[src/rtl/store_buffer_ctrl_pkg.sv]
// Shared types and sizing for the LSU store data buffer controller.
// Build option SDB_MERGE_EN (see store_buffer_ctrl) enables push-time byte merging.
package store_buffer_ctrl_pkg;

  localparam int SDB_NUM   = 16;
  localparam int SDB_WIDTH = 4;
  localparam int ADDR_W    = 30;

  localparam logic [SDB_WIDTH:0] SDB_FULL = 5'd16;

  typedef struct packed {
    logic              valid;
    logic              committed;
    logic [ADDR_W-1:0] addr;
    logic [3:0][7:0]   data;
    logic [3:0]        mask;
  } sdb_entry_t;

  typedef enum logic [0:0] {
    IDLE = 1'b0,
    REQ  = 1'b1
  } drain_state_e;

  function automatic logic [31:0] merge_bytes(input logic [31:0] new_d,
                                              input logic [31:0] old_d,
                                              input logic [3:0]  be);
    logic [31:0] res;
    res = old_d;
    for (int b = 0; b < 4; b++) begin
      res[b*8 +: 8] = be[b] ? new_d[b*8 +: 8] : old_d[b*8 +: 8];
    end
    return res;
  endfunction

endpackage

[src/rtl/store_buffer_ctrl_combine.sv]
// combine_data_unit: picks the youngest matching entry older than push_head
// and overlays the pushed bytes on its data and mask.
module combine_data_unit
  import store_buffer_ctrl_pkg::*;
(
  input  logic [SDB_WIDTH-1:0]     push_head_i,
  input  logic [SDB_NUM-1:0]       match_i,
  input  logic [SDB_NUM-1:0][31:0] ent_data_i,
  input  logic [SDB_NUM-1:0][3:0]  ent_mask_i,
  input  logic [31:0]              push_data_i,
  input  logic [3:0]               push_be_i,
  output logic [31:0]              data_o,
  output logic [3:0]               mask_o
);

  logic                 hit_s;
  logic [SDB_WIDTH-1:0] sel_s;
  logic [SDB_WIDTH-1:0] idx_s;

  // Slot at age k is push_head-1-k; scanning oldest to youngest lets the youngest win.
  always_comb begin
    hit_s = 1'b0;
    sel_s = '0;
    idx_s = '0;
    for (int k = SDB_NUM - 1; k >= 0; k--) begin
      idx_s = push_head_i + ~SDB_WIDTH'(k);
      if (match_i[idx_s]) begin
        hit_s = 1'b1;
        sel_s = idx_s;
      end else begin
        sel_s = sel_s;
      end
    end
    if (hit_s) begin
      data_o = merge_bytes(push_data_i, ent_data_i[sel_s], push_be_i);
      mask_o = push_be_i | ent_mask_i[sel_s];
    end else begin
      data_o = push_data_i;
      mask_o = push_be_i;
    end
  end

endmodule

[src/rtl/store_buffer_ctrl.sv]
// Store data buffer controller: in-order commit, req/ack drain to D-cache, flush.
// Define SDB_MERGE_EN to merge each push with the youngest older same-address entry.
module store_buffer_ctrl
  import store_buffer_ctrl_pkg::*;
(
  input  logic                 clk,
  input  logic                 rst_n,
  input  logic                 push_valid_i,
  output logic                 push_ready_o,
  input  logic [ADDR_W-1:0]    push_addr_i,
  input  logic [31:0]          push_data_i,
  input  logic [3:0]           push_be_i,
  output logic [SDB_WIDTH-1:0] push_idx_o,
  input  logic                 commit_i,
  input  logic                 flush_i,
  output logic                 dc_req_o,
  output logic [31:0]          dc_addr_o,
  output logic [31:0]          dc_data_o,
  output logic [3:0]           dc_be_o,
  input  logic                 dc_ack_i,
  output logic                 empty_o,
  output logic                 full_o,
  output logic [SDB_WIDTH:0]   count_o
);

  sdb_entry_t           entry_q [SDB_NUM];
  sdb_entry_t           entry_d [SDB_NUM];
  sdb_entry_t           new_entry_s;
  logic [SDB_WIDTH-1:0] head_q, head_d, cptr_q, cptr_d, tail_q, tail_d;
  logic [SDB_WIDTH:0]   count_q, count_d, ccount_q, ccount_d;
  drain_state_e         state_q, state_d;
  logic                 dc_req_q;
  logic [31:0]          dc_addr_q, dc_data_q;
  logic [3:0]           dc_be_q;
  logic                 push_fire_s, commit_fire_s, load_s, pop_s;
  logic [31:0]          wr_data_s;
  logic [3:0]           wr_mask_s;

  assign full_o       = (count_q == SDB_FULL);
  assign empty_o      = (count_q == '0);
  assign count_o      = count_q;
  assign push_ready_o = !full_o;
  assign push_idx_o   = tail_q;
  assign dc_req_o     = dc_req_q;
  assign dc_addr_o    = dc_addr_q;
  assign dc_data_o    = dc_data_q;
  assign dc_be_o      = dc_be_q;

`ifdef SDB_MERGE_EN
  logic [SDB_NUM-1:0]       match_s;
  logic [SDB_NUM-1:0][31:0] ent_data_s;
  logic [SDB_NUM-1:0][3:0]  ent_mask_s;

  // Match uses the registered contents, so a popping entry still merges.
  always_comb begin
    for (int i = 0; i < SDB_NUM; i++) begin
      match_s[i]    = entry_q[i].valid && (entry_q[i].addr == push_addr_i);
      ent_data_s[i] = entry_q[i].data;
      ent_mask_s[i] = entry_q[i].mask;
    end
  end

  combine_data_unit u_combine (
    .push_head_i (tail_q),
    .match_i     (match_s),
    .ent_data_i  (ent_data_s),
    .ent_mask_i  (ent_mask_s),
    .push_data_i (push_data_i),
    .push_be_i   (push_be_i),
    .data_o      (wr_data_s),
    .mask_o      (wr_mask_s)
  );
`else
  // Raw store; the D-cache applies byte enables in drain order.
  always_comb begin
    wr_data_s = push_data_i;
    wr_mask_s = push_be_i;
  end
`endif

  // Handshake qualification, drain FSM and pointer/counter next state.
  always_comb begin
    push_fire_s   = push_valid_i && !full_o && !flush_i;
    commit_fire_s = commit_i && (ccount_q < count_q);
    state_d       = state_q;
    load_s        = 1'b0;
    pop_s         = 1'b0;
    case (state_q)
      IDLE: begin
        if (entry_q[head_q].committed) begin
          load_s  = 1'b1;
          state_d = REQ;
        end else begin
          state_d = IDLE;
        end
      end
      REQ: begin
        if (dc_ack_i) begin
          pop_s   = 1'b1;
          state_d = IDLE;
        end else begin
          state_d = REQ;
        end
      end
      default: state_d = IDLE;
    endcase
    head_d   = head_q + SDB_WIDTH'(pop_s);
    cptr_d   = cptr_q + SDB_WIDTH'(commit_fire_s);
    ccount_d = ccount_q + (SDB_WIDTH+1)'(commit_fire_s) - (SDB_WIDTH+1)'(pop_s);
    if (flush_i) begin
      tail_d  = cptr_d;
      count_d = ccount_d;
    end else begin
      tail_d  = tail_q + SDB_WIDTH'(push_fire_s);
      count_d = count_q + (SDB_WIDTH+1)'(push_fire_s) - (SDB_WIDTH+1)'(pop_s);
    end
  end

  // Per-slot next state: push write, commit mark, pop and flush invalidation.
  always_comb begin
    new_entry_s.valid     = 1'b1;
    new_entry_s.committed = 1'b0;
    new_entry_s.addr      = push_addr_i;
    new_entry_s.data      = wr_data_s;
    new_entry_s.mask      = wr_mask_s;
    for (int i = 0; i < SDB_NUM; i++) begin
      if (push_fire_s && (tail_q == SDB_WIDTH'(i))) begin
        entry_d[i] = new_entry_s;
      end else begin
        entry_d[i] = entry_q[i];
        entry_d[i].committed = (entry_q[i].committed ||
                                (commit_fire_s && (cptr_q == SDB_WIDTH'(i)))) &&
                               !(pop_s && (head_q == SDB_WIDTH'(i)));
        entry_d[i].valid = entry_q[i].valid &&
                           !(pop_s && (head_q == SDB_WIDTH'(i))) &&
                           !(flush_i && !entry_d[i].committed);
      end
    end
  end

  // Entry storage.
  always_ff @(posedge clk or negedge rst_n) begin
    if (!rst_n) begin
      for (int i = 0; i < SDB_NUM; i++) begin
        entry_q[i] <= '0;
      end
    end else begin
      entry_q <= entry_d;
    end
  end

  // Pointers, counters, FSM state and the held D-cache request.
  always_ff @(posedge clk or negedge rst_n) begin
    if (!rst_n) begin
      head_q    <= '0;
      cptr_q    <= '0;
      tail_q    <= '0;
      count_q   <= '0;
      ccount_q  <= '0;
      state_q   <= IDLE;
      dc_req_q  <= 1'b0;
      dc_addr_q <= 32'h0;
      dc_data_q <= 32'h0;
      dc_be_q   <= 4'h0;
    end else begin
      head_q   <= head_d;
      cptr_q   <= cptr_d;
      tail_q   <= tail_d;
      count_q  <= count_d;
      ccount_q <= ccount_d;
      state_q  <= state_d;
      if (load_s) begin
        dc_req_q  <= 1'b1;
        dc_addr_q <= {entry_q[head_q].addr, 2'b00};
        dc_data_q <= entry_q[head_q].data;
        dc_be_q   <= entry_q[head_q].mask;
      end else if (pop_s) begin
        dc_req_q <= 1'b0;
      end
    end
  end

endmodule

[config.mk]
export PLATFORM = sky130hd
export DESIGN_NAME = store_buffer_ctrl
export DESIGN_NICKNAME = d
export VERILOG_FILES = /design/src/rtl/store_buffer_ctrl_pkg.sv /design/src/rtl/store_buffer_ctrl_combine.sv /design/src/rtl/store_buffer_ctrl.sv
export SDC_FILE = /design/constraint.sdc
export NUM_CORES = 1
export LEC_CHECK = 0
export ABC_CLOCK_PERIOD_IN_PS = 3500
export BUFFER_PORTS_ARGS = -buffer_cell sky130_fd_sc_hd__buf_2
export CELL_PAD_IN_SITES_DETAIL_PLACEMENT = 0
export CELL_PAD_IN_SITES_GLOBAL_PLACEMENT = 1
export CORE_ASPECT_RATIO = 1.5
export CORE_MARGIN = 5
export CORE_UTILIZATION = 32
export CTS_CLUSTER_DIAMETER = 60
export DETAILED_ROUTE_END_ITERATION = 10
export GPL_ROUTABILITY_DRIVEN = 0
export MAX_ROUTING_LAYER = met4
export PLACE_DENSITY = 0.57
export SYNTH_ARGS = -nofsm -noshare
export SYNTH_HDL_FRONTEND = slang
export SYNTH_SLANG_ARGS = --single-unit
[constraint.sdc]
create_clock -name clk -period 3.5 [get_ports clk]
set_input_delay 0.525 -clock clk [delete_from_list [all_inputs] [get_ports clk]]
set_output_delay 0.525 -clock clk [all_outputs]
set_load 0.05 [all_outputs]
==> impl_metrics.tcl <==
set metrics [dict create \
    outcome "finished clean" \
    synth_common_cells "dfrtp_1 (1,162), mux2_2 (1,061), mux4_2 (269)" \
    clk_root_buffer_cell "clkbuf_16" \
    hp-class "in2reg" \
    yosysUniqueCellTypes 47 \
    cts_tree "done" \
    vias_per_cell 5.17 \
    power.leakage_nw 26.9 \
    start_kind "register" \
    ant_nets 0 \
    drv_cap 0 \
    hold_path_depth 2 \
    clkTransAtPathRegs_ps 60 \
    overflow 0 \
    pwr_density_cell_nw_per_um2 934 \
    finalCritPeriodShare_pct 90.4 \
    max_freq_mhz 316 \
    cts_buffers 120 \
    finalClockSkew_ps 44.7 \
    ys_seq_elements 1162 \
    grt.met3_usage_pct 2.54 \
    cp_max_fo 5 \
    ir_drop_v 0.000539 \
    grt_max_degree 93 \
    hpwl_um 82000 \
    avgSynthCellArea_um2 15.8 \
    crit_arrival_ps 3780 \
    drt_wl_total_um 140000 \
    maxSlewViolCount 0 \
    synthArstFlopShare_pct 100 \
    dr.pass1.iters 4 \
    grt_pass1_wl_um 214000 \
    num_vias 29000 \
    routedWlPerCell_um 24.9 \
    timing.rr.start "ccount_q[1]" \
    gr-max-usage-layer "met2" \
    relSlewSlack_pct 34.5 \
    area_growth_pct 16.3 \
    start_util_pct 32.2 \
    netlist_area_um2 51600 \
    end_kind "register" \
    post_cts_buffers 0 \
    io_pins 153 \
    reg2reg_to "count_o[4]" \
    placed_area_um2 55700 \
    syn-instance-count 3261 \
    final.setup.tns_ps 0 \
    critical_path_required_ps 4110 \
    h-tree-depth 3 \
    yosys-top-cells-area "dfrtp_1 (56%), mux2_2 (23%), mux4_2 (12%)" \
    num_rows 180 \
    fin_area_um2 60000 \
    die_x_um 338 \
    yosysTopAreaCell "dfrtp_1" \
    io_buffers 150 \
    reg2reg_depth 15 \
    dp_cells 5367 \
    clkSinkCount 1162 \
    yosysMostFrequentCell "dfrtp_1" \
    setup_violations 0 \
    die_h_um 502 \
    drt_iter0_markers 1398 \
    period_needed_ps 3170 \
    synth_edf_count 0 \
    grt_setup_unrepaired "false" \
    antenna_found_initial 30 \
    path_class "reg2reg" \
    grt_usage_pct 17.2 \
    worst-r2r-setup-slack_ps 330 \
    drive_gt1_share_pct 53.1 \
    cts_resized 0 \
    clock_path_buffers 3 \
    grtUsageMet2_pct 28.0 \
    finalHoldViolCount 0 \
    ys_seq_area_share_pct 56.4 \
    use_met1_pct 22.9 \
    ys.flop_type "dfrtp_1" \
    hp-start "dc_ack_i" \
    nets 3492 \
    tightest_slew_ps 979 \
    clock_latency_ps 740 \
    postCtsHoldBufs 1 \
    grt_pass1_vias 31800 \
    die-area_um2 169000 \
    yosysWarnings 0 \
    core_um2 160000 \
    post-route-drc-count 0 \
    fin_cells 5613 \
    hold_end "state_q" \
    synth.top_cell.area_share_pct 56.4 \
]
==> layer usage <==
metal / wire, µm / vias up
li1: - / 12500
met1: 63000 / 16000
met2: 69000 / 428
met3: 5060 / 181
met4: 2920 / 0
met5: 0 / -
==> sequential cells by signal, summed over array words and instances, names as in the netlist <==
name / count
dc_be_o: 4
ccount_q: 5
count_o: 5
head_q: 4
entry_q: 1072
cptr_q: 4
push_idx_o: 4
state_q: 1
dc_addr_o: 30
dc_data_o: 32
dc_req_o: 1
==> cells in the final DEF, fill, tap and decap left out, types with 6 or more instances in the layout <==
master	count
buf_4	82
clkbuf_1	22
mux2_2	1061
nand2_1	86
a221oi_1	66
buf_12	70
clkbuf_16	120
clkinv_2	30
a22o_1	66
buf_2	149
xnor2_1	8
xor2_1	6
dfrtp_1	1160
nor3_1	28
nand3_1	11
nor2_4	11
clkbuf_8	29
o21ai_1	58
nor2_1	12
bufinv_16	12
ha_1	21
o211ai_1	6
diode_2	19
o21ai_0	24
inv_1	24
mux4_2	269
==> cell type report <==
cell class              instances  area (µm²)
clock inverters                55         687
inverters                      24        90.1
clock buffers                 171        3480
flip-flops and latches       1162       29100
diodes                         19        47.5
multi-input cells            1787       21200
well taps                    2093        2620
fillers                     15300      100000
repair buffers                302        2770
==> critical path, stage by stage (launching register included) <==
cell     delay (ps)
dfrtp_1         430
ha_1            290
a21o_1          210
a21o_1          190
a21oi_1         180
o21ai_0         100
ha_1            280
inv_1            50
ha_1            150
inv_1            60
fa_1            440
inv_1            70
a21o_1          100
a21oi_1          70
xnor2_1         140
mux2_2          260
==> logic make-up (layout without fill, tap and decap cells) <==
logic type	after synthesis	after routing	share of synthesized area, %
compound gates	240	240	3.43
flops	1162	1162	56.4
xor+xnor	14	14	0.238
other cells	1	21	0.00727
fa+ha+maj	23	23	0.587
mux	1331	1331	34.9
simple gates	177	177	1.57
buf+inv	313	552	2.85
==> metrics by stage <==
step	total power (W)	hold slack, ps	util (%)	worst slack [ps]
floorplan	0.0364	229	-	105
global placement	0.0427	459	34.8	281
detailed placement	0.0432	470	34.8	346
CTS	0.0570	45.5	37.4	296
global route	0.0594	119	37.4	113
finish	0.0560	133	37.4	335
==> how the worst max path moves through the flow <==
| stage | slack [ps] | endpoint | start | cells after the start |
|---|---|---|---|---|
| floorplan | 100 | count_o[4] | count_o[1] | 16 |
| global placement | 280 | count_o[4] | ccount_q[1] | 15 |
| detailed placement | 350 | count_o[4] | ccount_q[1] | 15 |
| CTS | 300 | count_o[4] | ccount_q[1] | 15 |
| global route | 110 | count_o[4] | ccount_q[1] | 15 |
| finish | 330 | count_o[4] | ccount_q[1] | 15 |
==> power by group <==
group | switching, W | internal, W
registers | 0.00296 | 0.0191
logic | 0.00955 | 0.0109
clock network | 0.00565 | 0.00783
total | 0.0182 | 0.0379
No activity file was read; power rests on OpenSTA's default activity.
